## src/rtl/uart_pkg.sv

```systemverilog
// Shared UART definitions: frame constants, FSM state encoding and line timing helper.
// Imported by both the transmitter and the matching receiver so their bit timing agrees.
package uart_pkg;

  typedef enum logic [1:0] {
    ST_IDLE,
    ST_START,
    ST_DATA,
    ST_STOP
  } uart_state_e;

  localparam int UART_DATA_BITS  = 8;
  localparam int UART_FRAME_BITS = 10;

  // Clock cycles per line bit, truncated; callers must ensure the result is at least 2.
  function automatic int bit_period(input int clk_freq, input int baud);
    return clk_freq / baud;
  endfunction

endpackage

```

## src/rtl/uart_tx_if.sv

```systemverilog
// Byte producer handshake: data qualified by valid, accepted on an edge where ready is high.
// The producer drives data/valid (master); the transmitter returns ready (slave).
interface uart_tx_if;
  import uart_pkg::*;

  logic [UART_DATA_BITS-1:0] data;
  logic                      valid;
  logic                      ready;

  modport master (output data, output valid, input ready);
  modport slave  (input data, input valid, output ready);

endinterface

```

## src/rtl/uart_tx_fifo.sv

```systemverilog
// Synchronous FIFO with registered count; full/empty come from the count register only.
// Push is refused when full and pop ignored when empty, regardless of the other side.
module uart_tx_fifo #(
  parameter int WIDTH = 8,
  parameter int DEPTH = 4
) (
  input  logic             clk,
  input  logic             reset,
  input  logic             push,
  input  logic             pop,
  input  logic [WIDTH-1:0] wdata,
  output logic [WIDTH-1:0] rdata,
  output logic             full,
  output logic             empty
);

  localparam int AW = $clog2(DEPTH);

  logic [WIDTH-1:0] r_mem [DEPTH];
  logic [AW-1:0]    r_wptr;
  logic [AW-1:0]    r_rptr;
  logic [AW:0]      r_count;
  logic             w_wr;
  logic             w_rd;

  assign full  = (r_count == (AW+1)'(DEPTH));
  assign empty = (r_count == '0);
  assign w_wr  = push && !full;
  assign w_rd  = pop && !empty;
  assign rdata = r_mem[r_rptr];

  always_ff @(posedge clk or posedge reset) begin
    if (reset) begin
      r_wptr  <= '0;
      r_rptr  <= '0;
      r_count <= '0;
    end else begin
      if (w_wr) r_wptr <= r_wptr + 1'b1;
      if (w_rd) r_rptr <= r_rptr + 1'b1;
      case ({w_wr, w_rd})
        2'b10:   r_count <= r_count + 1'b1;
        2'b01:   r_count <= r_count - 1'b1;
        default: r_count <= r_count;
      endcase
    end
  end

  // Storage needs no reset: contents are only observed through the reset pointers.
  always_ff @(posedge clk) begin
    if (w_wr) r_mem[r_wptr] <= wdata;
  end

endmodule

```

## src/rtl/uart_tx.sv

```systemverilog
// Buffered 8N1 UART transmitter: bytes enter a FIFO over valid/ready and leave LSB first on tx.
// A queued byte starts one cycle after acceptance; consecutive frames run with no idle gap.
module uart_tx
  import uart_pkg::*;
#(
  parameter int CLK_FREQ   = 100000000,
  parameter int BAUD_RATE  = 9600,
  parameter int FIFO_DEPTH = 4
) (
  input  logic       clk,
  input  logic       reset,
  uart_tx_if.slave   bus,
  output logic       tx,
  output logic       busy
);

  localparam int BIT_PERIOD = bit_period(CLK_FREQ, BAUD_RATE);
  localparam int CNT_W      = $clog2(BIT_PERIOD);
  localparam logic [CNT_W-1:0] CNT_LAST = CNT_W'(BIT_PERIOD - 1);

  uart_state_e               r_state;
  uart_state_e               w_state_nxt;
  logic [CNT_W-1:0]          r_cnt;
  logic [CNT_W-1:0]          w_cnt_nxt;
  logic [2:0]                r_idx;
  logic [2:0]                w_idx_nxt;
  logic [UART_DATA_BITS-1:0] r_shift;
  logic [UART_DATA_BITS-1:0] w_shift_nxt;
  logic                      r_tx;
  logic                      w_tx_nxt;
  logic                      w_pop;
  logic                      w_full;
  logic                      w_empty;
  logic                      w_bit_end;
  logic [UART_DATA_BITS-1:0] w_rdata;

  uart_tx_fifo #(
    .WIDTH (UART_DATA_BITS),
    .DEPTH (FIFO_DEPTH)
  ) u_fifo (
    .clk   (clk),
    .reset (reset),
    .push  (bus.valid),
    .pop   (w_pop),
    .wdata (bus.data),
    .rdata (w_rdata),
    .full  (w_full),
    .empty (w_empty)
  );

  assign bus.ready = !w_full;
  assign tx        = r_tx;
  assign busy      = (r_state != ST_IDLE) || !w_empty;
  assign w_bit_end = (r_cnt == CNT_LAST);

  always_ff @(posedge clk or posedge reset) begin
    if (reset) begin
      r_state <= ST_IDLE;
      r_cnt   <= '0;
      r_idx   <= '0;
      r_shift <= '0;
      r_tx    <= 1'b1;
    end else begin
      r_state <= w_state_nxt;
      r_cnt   <= w_cnt_nxt;
      r_idx   <= w_idx_nxt;
      r_shift <= w_shift_nxt;
      r_tx    <= w_tx_nxt;
    end
  end

  // tx is registered from the next-state level so the line changes on the same edge as the state.
  always_comb begin
    w_state_nxt = r_state;
    w_cnt_nxt   = r_cnt;
    w_idx_nxt   = r_idx;
    w_shift_nxt = r_shift;
    w_tx_nxt    = r_tx;
    w_pop       = 1'b0;

    case (r_state)
      ST_IDLE: begin
        w_tx_nxt = 1'b1;
        if (!w_empty) begin
          w_pop       = 1'b1;
          w_shift_nxt = w_rdata;
          w_cnt_nxt   = '0;
          w_idx_nxt   = '0;
          w_state_nxt = ST_START;
          w_tx_nxt    = 1'b0;
        end
      end

      ST_START: begin
        if (w_bit_end) begin
          w_cnt_nxt   = '0;
          w_idx_nxt   = '0;
          w_state_nxt = ST_DATA;
          w_tx_nxt    = r_shift[0];
        end else begin
          w_cnt_nxt = r_cnt + CNT_W'(1);
        end
      end

      ST_DATA: begin
        if (w_bit_end) begin
          w_cnt_nxt   = '0;
          w_shift_nxt = r_shift >> 1;
          if (r_idx == 3'd7) begin
            w_state_nxt = ST_STOP;
            w_tx_nxt    = 1'b1;
          end else begin
            w_idx_nxt = r_idx + 3'd1;
            w_tx_nxt  = r_shift[1];
          end
        end else begin
          w_cnt_nxt = r_cnt + CNT_W'(1);
        end
      end

      ST_STOP: begin
        if (w_bit_end) begin
          w_cnt_nxt = '0;
          if (!w_empty) begin
            w_pop       = 1'b1;
            w_shift_nxt = w_rdata;
            w_idx_nxt   = '0;
            w_state_nxt = ST_START;
            w_tx_nxt    = 1'b0;
          end else begin
            w_state_nxt = ST_IDLE;
            w_tx_nxt    = 1'b1;
          end
        end else begin
          w_cnt_nxt = r_cnt + CNT_W'(1);
        end
      end

      default: begin
        w_state_nxt = ST_IDLE;
        w_tx_nxt    = 1'b1;
      end
    endcase
  end

endmodule

```

## src/flat_wrapper.sv

```systemverilog
// flat-port wrapper written by rule: the top's interface ports become plain ports
module uart_tx_flat import uart_pkg::*;
#(
  parameter int CLK_FREQ   = 100000000,
  parameter int BAUD_RATE  = 9600,
  parameter int FIFO_DEPTH = 4
)
  (clk, reset, tx, busy, bus_data, bus_valid, bus_ready);
  uart_tx_if bus_i ();
  input  logic clk;
  input  logic reset;
  output logic tx;
  output logic busy;
  input wire logic [$bits(bus_i.data)-1:0] bus_data;
  input wire logic [$bits(bus_i.valid)-1:0] bus_valid;
  output wire logic [$bits(bus_i.ready)-1:0] bus_ready;
  assign bus_i.data = bus_data;
  assign bus_i.valid = bus_valid;
  assign bus_ready = bus_i.ready;
  uart_tx #(.CLK_FREQ(CLK_FREQ), .BAUD_RATE(BAUD_RATE), .FIFO_DEPTH(FIFO_DEPTH)) u_core (.clk(clk), .reset(reset), .bus(bus_i), .tx(tx), .busy(busy));
endmodule
```

## config.mk

```make
export PLATFORM = sky130hd
export DESIGN_NAME = uart_tx_flat
export DESIGN_NICKNAME = d
export VERILOG_FILES = /design/src/rtl/uart_pkg.sv /design/src/rtl/uart_tx_if.sv /design/src/rtl/uart_tx_fifo.sv /design/src/rtl/uart_tx.sv /design/src/flat_wrapper.sv
export SDC_FILE = /design/constraint.sdc
export NUM_CORES = 1
export LEC_CHECK = 0
export CAP_MARGIN = 20
export CORE_AREA = 2 2 78 80
export DETAILED_ROUTE_END_ITERATION = 6
export DIE_AREA = 0 0 80 82
export PLACE_DENSITY = 0.82
export SLEW_MARGIN = 20
export SYNTH_ARGS = -nofsm -noshare
export SYNTH_HDL_FRONTEND = slang
export SYNTH_SLANG_ARGS = --single-unit
```

## constraint.sdc

```tcl
create_clock -name clk -period 5.3 [get_ports clk]
set_input_delay 1.325 -clock clk [delete_from_list [all_inputs] [get_ports clk]]
set_output_delay 1.325 -clock clk [all_outputs]
set_load 0.01 [all_outputs]
```

* Yosys cells after proc, flatten, opt, wreduce, memory -nomap -nowiden
Memory sizes are Yosys's and may differ from the RTL's.
Index checks and enable logic that the tools add are counted.
** Cells by class
- Divide/modulo/power cells :: 0
- Bitwise gates (word level) :: 0
- Shift-type cells :: 0
- Mux-type cells :: 32
- Reductions and logical operators :: 15
- Multiply operators :: 0
- Order comparisons :: 0
- $add $sub $neg :: 6
- Eq/ne operators :: 14
** Operators with widths (count)
- $mux 14 :: 2
- $pmux 14 s2 :: 1
- $mux 8 :: 3
- $pmux 8 s3 :: 1
- $mux 3 :: 5
- $add 14x1->14 const B :: 1
- $eq 14x14->1 const B :: 1
- $pmux 3 s4 :: 1
- $mux 1 :: 10
- $mux 2 :: 5
- $ne 2x1->1 const B :: 4
- $pmux 2 s4 :: 1
- $add 3x1->3 const B :: 2
- $eq 2x2->1 const B :: 3
- $eq 3x3->1 const B :: 2
- $pmux 3 s2 :: 1
- $reduce_and 3->1 :: 2
- $reduce_and 5->1 :: 1
- $add 2x1->2 const B :: 2
- $eq 2x1->1 const B :: 2
- $ne 2x2->1 const B :: 2
- $pmux 1 s4 :: 1
- $reduce_and 4->1 :: 1
- $reduce_bool 2->1 :: 2
- other kinds (9) :: 11
** Storage, ports and cells
- Memories kept :: 1
- Logic and storage cells :: 76
- RAM bits :: 32
- Flip-flop bits (word level) :: 35
- Bits of input ports :: 11
- Memory bits (read-only) :: 0
- Latch bits :: 0
** Memories
- u_core.u_fifo.r_mem :: words 4, bits a word 8, rd ports 1, clocked after Yosys merged registers in 0, wr ports 1, line uart_tx_fifo.sv:19 : logic [WIDTH-1:0] r_mem [DEPTH];

* Longest topological paths before layout
Gate-level depths: netlist of the first run.
- Depth in word-level cells :: 7
- Depth in mapped cells :: 12
- Gate-level depth less buffers :: 11

* Cells and area by module
A second synthesis of the first run with hierarchy kept.
** Unflattened totals
- Cell total of the unflattened synthesis :: 241
- Area, all modules :: 3266.9 um^2
** By module, submodules not included
- uart_tx :: cells each 161, area each 1670.4 um^2, sequential area each 701.9 um^2, times used 1
- uart_tx_fifo :: cells each 80, area each 1596.5 um^2, sequential area each 1136.1 um^2, times used 1

* Worst setup path before layout of the first run
OpenSTA, ideal clock, no wires.
- Path kind :: register -> register
- From :: reg u_core.r_cnt[4]
- To :: reg u_core.u_fifo.r_count[2]
- Cell stages (with the launch flop) :: 13
- Arrival time :: 2.711 ns
- Period minus slack after synthesis :: 2.790 ns
- Setup slack :: 2.510 ns
- Cells stage by stage :: dfrtp_1 > buf_6 > or4b_4 > nor4_4 > buf_6 > a21oi_1 > nor2_1 > ha_1 > inv_1 > fa_1 > xor2_1 > nor2_1 > xor2_1
** On the way
- Cells in the longest elaborated chain, start to end :: 6
- Elaborated cells between the ends (all ways) :: 8
- Classes of those cells :: eq/ne (3); mux (3); reduce/logical (2)
** Ends and longest elaborated chain
- from (decl) :: line uart_tx.sv:23 : logic [CNT_W-1:0] r_cnt;
- from (signal assigned) :: line uart_tx.sv:65 : r_cnt <= w_cnt_nxt;
- $eq 14x14->1 (*) :: line uart_tx.sv:54 : assign w_bit_end = (r_cnt == CNT_LAST);
- $mux 1 (*) :: line uart_tx.sv:122 : if (w_bit_end) begin
- $pmux 1 s2 (*) :: line uart_tx.sv:81 : case (r_state)
- $logic_and 1x1->1 (*) :: line uart_tx_fifo.sv:29 : assign w_rd = pop && !empty;
- via u_core.u_fifo.w_rd :: line uart_tx_fifo.sv:24 : logic w_rd;
- $eq 2x1->1 / $eq 2x2->1 (equally long branches) :: line uart_tx_fifo.sv:40 : case ({w_wr, w_rd})
- $pmux 3 s2 / $reduce_bool 2->1 (equally long branches)
- to (signal assigned) :: line uart_tx_fifo.sv:41 : 2'b10: r_count <= r_count + 1'b1;
- to (signal assigned) :: line uart_tx_fifo.sv:42 : 2'b01: r_count <= r_count - 1'b1;
- to (signal assigned) :: line uart_tx_fifo.sv:43 : default: r_count <= r_count;
- to (decl) :: line uart_tx_fifo.sv:22 : logic [AW:0] r_count;
Mark *: on every way through the listed nets, which the timed path passes. The rest lies on a longest branch.
A chain may end at the register's enable or synchronous reset.

* Final worst setup path of the first run
- From :: reg u_core.r_state[0]
- To :: out busy
** On the way
- Cells in the longest elaborated chain, start to end :: 2
** Ends and longest elaborated chain
- from (decl) :: line uart_tx.sv:21 : uart_state_e r_state;
- from (signal assigned) :: line uart_tx.sv:64 : r_state <= w_state_nxt;
- $reduce_bool 2->1 :: line uart_tx.sv:53 : assign busy = (r_state != ST_IDLE) || !w_empty;
- $logic_or 1x1->1 :: line uart_tx.sv:53
- to (decl) :: line flat_wrapper.sv:13 : output logic busy;
Every way passes these cells.

==> results of run 1 <==
## cell usage after synthesis, types with 5 or more instances
library cell / instances
sky130_fd_sc_hd__dfrtp_1: 34
sky130_fd_sc_hd__edfxtp_1: 32
sky130_fd_sc_hd__inv_1: 15
sky130_fd_sc_hd__nor2_1: 15
sky130_fd_sc_hd__ha_1: 13
sky130_fd_sc_hd__nand2_1: 12
sky130_fd_sc_hd__nor3_1: 10
sky130_fd_sc_hd__mux4_2: 8
sky130_fd_sc_hd__mux2_4: 7
sky130_fd_sc_hd__nand4_1: 7
sky130_fd_sc_hd__o21ai_0: 7
sky130_fd_sc_hd__clkbuf_1: 6
sky130_fd_sc_hd__mux2_1: 6
sky130_fd_sc_hd__o21ai_1: 6
sky130_fd_sc_hd__a21oi_1: 5
sky130_fd_sc_hd__a22o_1: 5
sky130_fd_sc_hd__nand3_1: 5
sky130_fd_sc_hd__o31ai_1: 5
## worst min-delay path by stage
stage / start / to / slack, ns / cells past startpoint
finish: u_core.r_shift[6]$_DFFE_PP0P_ / u_core.r_shift[6]$_DFFE_PP0P_ / 0.52 / 1
CTS: u_core.r_shift[4]$_DFFE_PP0P_ / u_core.r_shift[4]$_DFFE_PP0P_ / 0.52 / 1
floorplan: u_core.r_shift[4]$_DFFE_PP0P_ / u_core.r_shift[4]$_DFFE_PP0P_ / 0.47 / 1
detailed placement: u_core.r_shift[4]$_DFFE_PP0P_ / u_core.r_shift[4]$_DFFE_PP0P_ / 0.49 / 1
global placement: u_core.r_shift[5]$_DFFE_PP0P_ / u_core.r_shift[5]$_DFFE_PP0P_ / 0.50 / 1
global route: u_core.r_shift[6]$_DFFE_PP0P_ / u_core.r_shift[6]$_DFFE_PP0P_ / 0.53 / 1
## area by class of cell
| type | instances | area (um^2) | area share |
|---|---|---|---|
| clock buffers | 9 | 124 | 0.0331 |
| clock inverters | 7 | 65.1 | 0.0174 |
| inverters | 16 | 60.1 | 0.0161 |
| multi-input cells | 168 | 1410 | 0.376 |
| flip-flops and latches | 67 | 1840 | 0.492 |
| well taps | 75 | 93.8 | 0.0251 |
| repair buffers | 16 | 153 | 0.0408 |
## critical path, delay by kind of cell (launching register included)
kind / cells / cell delay, ns
fa+ha+maj: 1 / 0.66
buf+inv: 4 / 0.96
flops: 1 / 0.40
simple gates: 1 / 0.32
## per-layer routing
| layer | up-vias | part of all wire | global-route usage |
|---|---|---|---|
| met5 | - | 0 | 0 |
| met2 | 49 | 0.50 | 0.358 |
| met1 | 1065 | 0.44 | 0.253 |
| met4 | 0 | 0.014 | 0.0831 |
| li1 | 1021 | - | - |
| met3 | 7 | 0.045 | 0.0495 |
## registers in the layout, summed over array words and instances, names as in the netlist
name,cells
u_core.r_cnt,14
u_core.u_fifo.r_wptr,2
u_core.u_fifo.r_mem,32
u_core.u_fifo.r_rptr,2
u_core.u_fifo.r_count,3
u_core.r_idx,3
u_core.r_shift,8
u_core.r_state,2
u_core.tx,1
## through the flow
stage	hold WS, ns	utilization	cells	setup WS [ns]	power [mW]
global placement	0.496	0.618	342	1.79	0.819
CTS	0.519	0.651	358	1.29	1.24
detailed placement	0.490	0.618	342	1.70	0.836
finish	0.518	0.651	358	1.29	1.23
global route	0.530	0.651	358	1.13	1.29
floorplan	0.475	-	264	2.51	0.770
## cell families (layout without fill, tap and decap cells)
group | after synthesis | count (layout) | share of synthesized area
AND/OR/NAND/NOR | 77 | 77 | 0.132
XOR/XNOR | 6 | 6 | 0.0156
multiplexers | 27 | 27 | 0.124
adder cells (fa/ha/maj) | 14 | 14 | 0.0542
AO/OA/AOI/OAI | 44 | 44 | 0.0887
buffers and inverters | 29 | 48 | 0.0401
flip-flops | 67 | 67 | 0.545
## power groups by stage
stage               Clock, mW  Combinational [mW]  Sequential, mW
global placement            0               0.155           0.664
global route            0.436               0.185           0.665
finish                  0.405               0.163           0.660
detailed placement          0               0.167           0.669
floorplan                   0               0.116           0.654
CTS                     0.412               0.168           0.659
==> results.md, run 1 <==
Cells and area:
- The number of antenna diodes in the final layout is 0.
- The layout net count is 303.
- The number of filler cells placed in the layout is 432.
- From synthesis to final layout, the design area changed by 10.9%.
- The total non-filler cell area in the finished layout is 3740 um^2.
- The most frequent standard cell in the layout excluding fill and tap cells is sky130_fd_sc_hd__dfrtp_1.
- The fraction of final layout cells sized beyond drive strength 1 is 0.159.
- The library cells used most frequently in the layout, excluding fill and tap cells, are 34 x sky130_fd_sc_hd__dfrtp_1, 32 x sky130_fd_sc_hd__edfxtp_1, 15 x sky130_fd_sc_hd__nor2_1, 15 x sky130_fd_sc_hd__inv_1.

Critical path:
- The peak per-stage delay on the critical path is 0.66 ns.
- At the worst endpoint, the required time is 3.97 ns.
- The worst setup path is captured at a primary output.
- The launch instance of the worst register-to-register path is u_core.r_cnt[4]$_DFFE_PP0P_.
- In this run the critical register-to-register path is captured at u_core.u_fifo.r_count[2]$_DFFE_PP0P_.
- The cell seen most often among critical-path stages is sky130_fd_sc_hd__inv_1.
- The endpoint of the worst setup timing path is busy.
- Data arrives at the worst endpoint at 2.68 ns.
- The count of cells along the worst register-to-register path is 11.
- The setup path with the least slack is of type reg2out.
- The critical path goes through inv_1 > ha_1 > nor4b_2 > buf_4 > inv_1 > clkdlybuf4s50_1.
- The highest-delay cell along the critical path is sky130_fd_sc_hd__ha_1.
- The critical path starts at u_core.r_state[0]$_DFFE_PP0P_.
- The maximum fanout encountered on the critical timing path is 22.
- STA classifies the critical path startpoint as a flop.
- For flop-to-flop paths, the worst setup slack is 2.29 ns.

Timing:
- The highest attainable clock frequency is 0.249 GHz.
- In this run the tightest slew margin relative to its limit is 0.514.
- The final number of max-transition violations is 0.
- The final critical delay including setup and external delays is 4.01 ns.
- In the finished design, the share of the clock period the worst path needs comes to 0.756.
- Clock skew on the completed layout was measured at 0.00754 ns.
- Setup repair after global routing left no endpoint under its margin.
- The number of hold violations in the final report is 0.
- At the pin with the least slew margin, the transition time is 0.729 ns.
- The number of endpoints failing setup at the final stage is 0.
- The summed negative setup slack over all endpoints is 0 ns.

Logic synthesis:
- The async set or reset register ratio after synthesis is 0.522.
- The share of synthesized area in the top cell type comes to 0.285.
- In the post-synthesis netlist, the biggest area contributors are sky130_fd_sc_hd__edfxtp_1 28%, sky130_fd_sc_hd__dfrtp_1 25%, sky130_fd_sc_hd__mux4_2 5.3%, sky130_fd_sc_hd__ha_1 4.8%, sky130_fd_sc_hd__mux2_4 3.1%.
- The number of nets in the synthesized netlist is 289.
- The flip-flop cell with the highest count after synthesis is sky130_fd_sc_hd__dfrtp_1.
- Counting flops with a built-in enable in the synthesized netlist gives 32.
- After synthesis the netlist holds a flip-flop and latch count of 67.
- The number of standard cells after synthesis is 264.
- After synthesis, the netlist uses 57 different library cells.
- In this run the cell area of the synthesized design comes to 3370 um^2.
- Averaged over all synthesized cells, the footprint is 12.8 um^2.
- The most area-hungry cell type in the Yosys netlist is sky130_fd_sc_hd__edfxtp_1.
- Of the synthesized area, sequential elements account for 0.545.
- Yosys printed 0 warnings.

Run:
- The number of maximum-capacitance violations is 0.

Drt:
- The first-pass iteration count of the detailed router is 4.
- The final wirelength is 6020 um.
- For this block, the via count after detailed routing is 2142.
- The first routing iteration left 148 violations.
- The detailed-route vias per instance is 5.98.
- The per-cell routed wire length is 16.8 um.
- After detailed routing, the number of remaining DRC violations is 0.
- The detail route stage leaves a number of antenna-violating nets equal to 0.

Run status:
- The flow ran to the end, and the final reports show no timing, DRC or antenna violations.

Pwr:
- Of the total power, registers draw 0.537.
- The fraction of power consumed by the clock network is 0.330.
- Of the total power, the share spent switching nets is 0.289.
- The total power per unit cell area is 329 nW/um^2.
- The net switching component of the power is 354 uW.
- The largest vdd supply drop is 0.266 mV.
- The share of total power dissipated in combinational logic is 0.133.
- The internal power of the cells totals 874 uW.
- The leakage power of the design is 1.45 nW.

Floorplan:
- In this run the vertical extent of the chip is 82 um.
- After floorplanning, the core was divided into 28 placement rows.
- The floorplan step set the die width to 80 um.
- The floorplan step defined a core boundary enclosing 5750 um^2.
- For this configuration, the core starts out at a cell density of 0.587.
- The floorplan step defined a die boundary enclosing 6560 um^2.
- 14 I/O pins were placed.

Clock tree:
- Hold repair after CTS inserted 0 buffers.
- The H-tree generated during clock tree synthesis spans 3 levels.
- The post-CTS resize count is 0.
- The clock net in this run drives a total of 67 sinks.
- The number of clock buffers added by TritonCTS is 9.
- The buffer type at the clock tree root is sky130_fd_sc_hd__clkbuf_8.
- The maximum count of clock buffers along a single path is 2.
- The clock-pin slew of the registers on the worst-case setup and hold paths is 0.08 ns.
- The clock tree from TritonCTS is built.
- Clock latency on the worst-skew pair, taken at its later pin, is 0.35 ns.
- The post-CTS setup repair buffer count is 0.

GRT:
- The overall global routing resource usage is 0.207.
- The via count of the first global-routing pass is 2106.
- The first-pass GRT wire length is 10100 um.
- The total global routing overflow is 0.
- The maximum number of pins on one net before global-route repair is 36.
- The initial antenna violation count was 0.

Place:
- The wire-length estimate of the detail-placed layout is 4110 um.
- In this run the cell area measured after placement is 3550 um^2.
- The congestion estimate from routability-driven global placement came to 0.875.
- The number of I/O port buffers is 13.

Min path:
- The type of the tightest min-delay check is reg2reg.
(Power assumes the default switching activity.)
==> inputs of run 2 (changes only) <==
==> constraint.sdc (replaced) <==
create_clock -name clk -period 4.1 [get_ports clk]
set_input_delay 1.025 -clock clk [delete_from_list [all_inputs] [get_ports clk]]
set_output_delay 1.025 -clock clk [all_outputs]
set_load 0.01 [all_outputs]
==> run 2 against run 1 <==
  * Setup slack got worse by 0.90 ns
  * Highest routed layer unchanged
  * Register-to-register slack got worse by 1.2 ns
  * Power increased by 30%
  * Sequential share of layout area is essentially flat
  * Die area stayed put
  * Clock-buffer cell count is 1 higher
  * Combinational power is 29% higher
  * Largest cell class unchanged
==> results.md, run 2 (synthesized netlist as in run 1, its figures left out) <==
Drt:
- The final wirelength is 6080 um (+0.90%).
- The detailed-route vias per instance was 6.09 (+1.9%).
- The per-cell routed wire length came to 17.0 um (+0.90%).
- The count of nets left with antenna violations after detail routing is 0 (unchanged).
- The first-pass iteration count of the detailed router was 5 (+1).
- The number of design-rule violations left by the first detailed-router iteration came to 145 (-2.0%).
- The number of DRC violations after detailed routing came to 0 (unchanged).
- The total number of vias is 2182 (+1.9%).

Critical path:
- The launch instance of the worst register-to-register path is u_core.r_cnt[4]$_DFFE_PP0P_.
- The most critical setup path has its startpoint at u_core.r_state[0]$_DFFE_PP0P_.
- STA classifies the critical path endpoint as a primary output.
- The largest delay contributor family on the critical path is buffers and inverters.
- The peak per-stage delay on the critical path is 0.67 ns (about the same).
- The number of buffers and inverters on the critical path is 4 (unchanged).
- The critical path is of the reg2out type.
- The worst-case register-to-register setup slack is 1.12 ns (-1.17 ns).
- The cell seen most often among critical-path stages is sky130_fd_sc_hd__inv_1.
- Walking the worst path, the cells encountered are inv_1 > ha_1 > nor4b_2 > buf_4 > inv_1 > clkdlybuf4s50_1.
- The maximum fanout encountered on the critical timing path is 22 (unchanged).
- The data arrival time of the worst path is 2.69 ns (about the same).
- The critical path data required time is 3.07 ns (-0.90 ns).
- The count of cells along the worst register-to-register path came to 11 (unchanged).
- The terminus of the critical flop-to-flop path is u_core.u_fifo.r_count[2]$_DFFE_PP0P_.
- The highest-delay cell along the critical path is sky130_fd_sc_hd__ha_1.
- The worst setup path is launched from a flop.

Pwr:
- The leakage power of the design is 1.46 nW (+0.14%).
- The largest vdd supply drop is 0.453 mV (+70%).
- The total power per unit cell area is 427 nW/um^2 (+30%).

Clock tree:
- The clock sink total came to 67 (unchanged).
- The number of buffers created by CTS is 9 (unchanged).
- The latest clock arrival within the worst-skew pair is 0.34 ns (about the same).
- The post-CTS resize count was 0 (unchanged).
- The maximum count of clock buffers along a single path is 2 (unchanged).
- The number of buffers added to fix hold violations after cts is 0 (unchanged).
- The H-tree depth is 3 (unchanged).
- The buffer type at the clock tree root is sky130_fd_sc_hd__clkbuf_8.
- The clock-pin slew of the registers on the worst-case setup and hold paths is 0.08 ns (about the same).
- The post-CTS setup repair buffer count is 0 (unchanged).
- The clock tree from TritonCTS is built.

GRT:
- The overall global routing resource usage is 0.211 (+0.00404).
- The via count of the first global-routing pass is 2165 (+2.8%).
- The total global routing overflow is 0 (unchanged).
- The maximum number of pins on one net before global-route repair came to 23 (-36%).
- The first-pass GRT wire length is 10300 um (+2.0%).
- The initial antenna violation count is 0 (unchanged).

Cells and area:
- The count of non-filler cells in the finished layout came to 358 (unchanged).
- The fraction of final layout cells sized beyond drive strength 1 is 0.155 (-0.00353).
- The register name with the most flops is u_core.u_fifo.r_mem.
- The sequential cell area is 1840 um^2 (unchanged).
- The total non-filler cell area in the finished layout came to 3740 um^2 (+0.10%).
- Leaving out fill and tap cells, the most frequent cell in the layout is sky130_fd_sc_hd__dfrtp_1.
- The layout-stage area growth over the synthesis result is 11.0%.
- The top cell types in the final layout, fill and taps aside, are 34 x sky130_fd_sc_hd__dfrtp_1, 32 x sky130_fd_sc_hd__edfxtp_1, 15 x sky130_fd_sc_hd__nor2_1, 15 x sky130_fd_sc_hd__inv_1.
- The total area of multi-input combinational cells is 1410 um^2 (unchanged).
- The layout net count is 303 (unchanged).
- The number of flip-flops under the largest register name is 32 (unchanged).
- The count of antenna diodes in the layout is 0 (unchanged).
- The largest registers in the layout are u_core.u_fifo.r_mem x32, u_core.r_cnt x14, u_core.r_shift x8.
- The number of filler cells placed in the layout is 440 (+1.9%).
- The share of the core filled with cells is 0.651 (+0.000653).

Floorplan:
- The chip height was 82 um (unchanged).
- The effective utilization at floorplan came to 0.587 (unchanged).
- The die area came to 6560 um^2 (unchanged).
- The site row count is 28 (unchanged).
- The number of top-level pins was 14 (unchanged).
- The die span in x is 80 um (unchanged).
- The core footprint was 5750 um^2 (unchanged).

Min path:
- The number of cells on the worst hold path is 1 (unchanged).
- The destination of the worst hold path is u_core.r_shift[4]$_DFFE_PP0P_.
- In this run the worst hold path is classified as reg2reg.
- The startpoint identified for the worst hold timing path is u_core.r_shift[4]$_DFFE_PP0P_.

Timing:
- The final number of max-transition violations came to 0 (unchanged).
- The final critical delay including setup and external delays is 3.71 ns.
- Setup repair after global routing left no endpoint under its margin.
- The clock tree skew after final layout is 0.0140 ns (+0.00645 ns).
- The number of endpoints failing setup at the final stage is 0 (unchanged).
- The actual slew at the worst max-slew pin came to 0.746 ns (+0.0171 ns).
- The worst-case setup margin in the final layout came to 0.389 ns (-0.903 ns).
- The tightest slew margin relative to the limit came to 0.502 (-0.0114).
- Derived from the worst setup path, the maximum achievable clock frequency is 0.269 GHz.
- The number of hold violations in the final report is 0 (unchanged).
- The summed negative setup slack over all endpoints is 0 ns (unchanged).
- Dividing the final minimum period by the clock period gives 0.905.

Place:
- The post-placement worst setup slack was 0.791 ns (-0.909 ns).
- The placer's final routability congestion estimate is 0.819 (-6.4%).
- The cell area after placement came to 3550 um^2 (unchanged).
- The number of I/O port buffers is 13 (unchanged).
- The placed wire-length estimate after detailed placement was 4170 um (+1.6%).
- The number of placed instances with taps included is 342 (unchanged).

Run:
- The number of maximum-capacitance violations is 0 (unchanged).

Run status:
- The flow ran to the end, and the final reports show no timing, DRC or antenna violations.
run 2: layout make-up:
class / instances / area share
tap: 75 / 0.0251
clock buffer: 10 / 0.0341
inverter: 16 / 0.0160
multi-input combinational: 168 / 0.375
clock inverter: 6 / 0.0174
sequential: 67 / 0.491
timing repair buffer: 16 / 0.0408
run 2: how the worst max path moves through the flow:
stage,end,cells after the start
5_1_grt,busy,6
3_5_place_dp,busy,6
2_1_floorplan,u_core.u_fifo.r_count[2]$_DFFE_PP0P_,12
4_1_cts,busy,6
3_3_place_gp,busy,6
6_report,busy,6
run 2: layer usage:
layer	wire length, um	GRT usage
met5	0	0
met2	3100	0.350
met1	2520	0.266
met4	119	0.115
met3	332	0.0385
run 2: per-stage QoR:
stage          hold slack (ns)  total power [mW]
5_1_grt                  0.532              1.67
6_report                 0.517              1.60
3_3_place_gp             0.494              1.06
3_5_place_dp             0.493              1.08
4_1_cts                  0.520              1.61
2_1_floorplan            0.475             0.995
run 2: power breakdown:
part           switching [mW]  internal (mW)
registers              0.0478          0.802
logic                   0.118         0.0918
clock network           0.257          0.282
total                   0.422           1.18
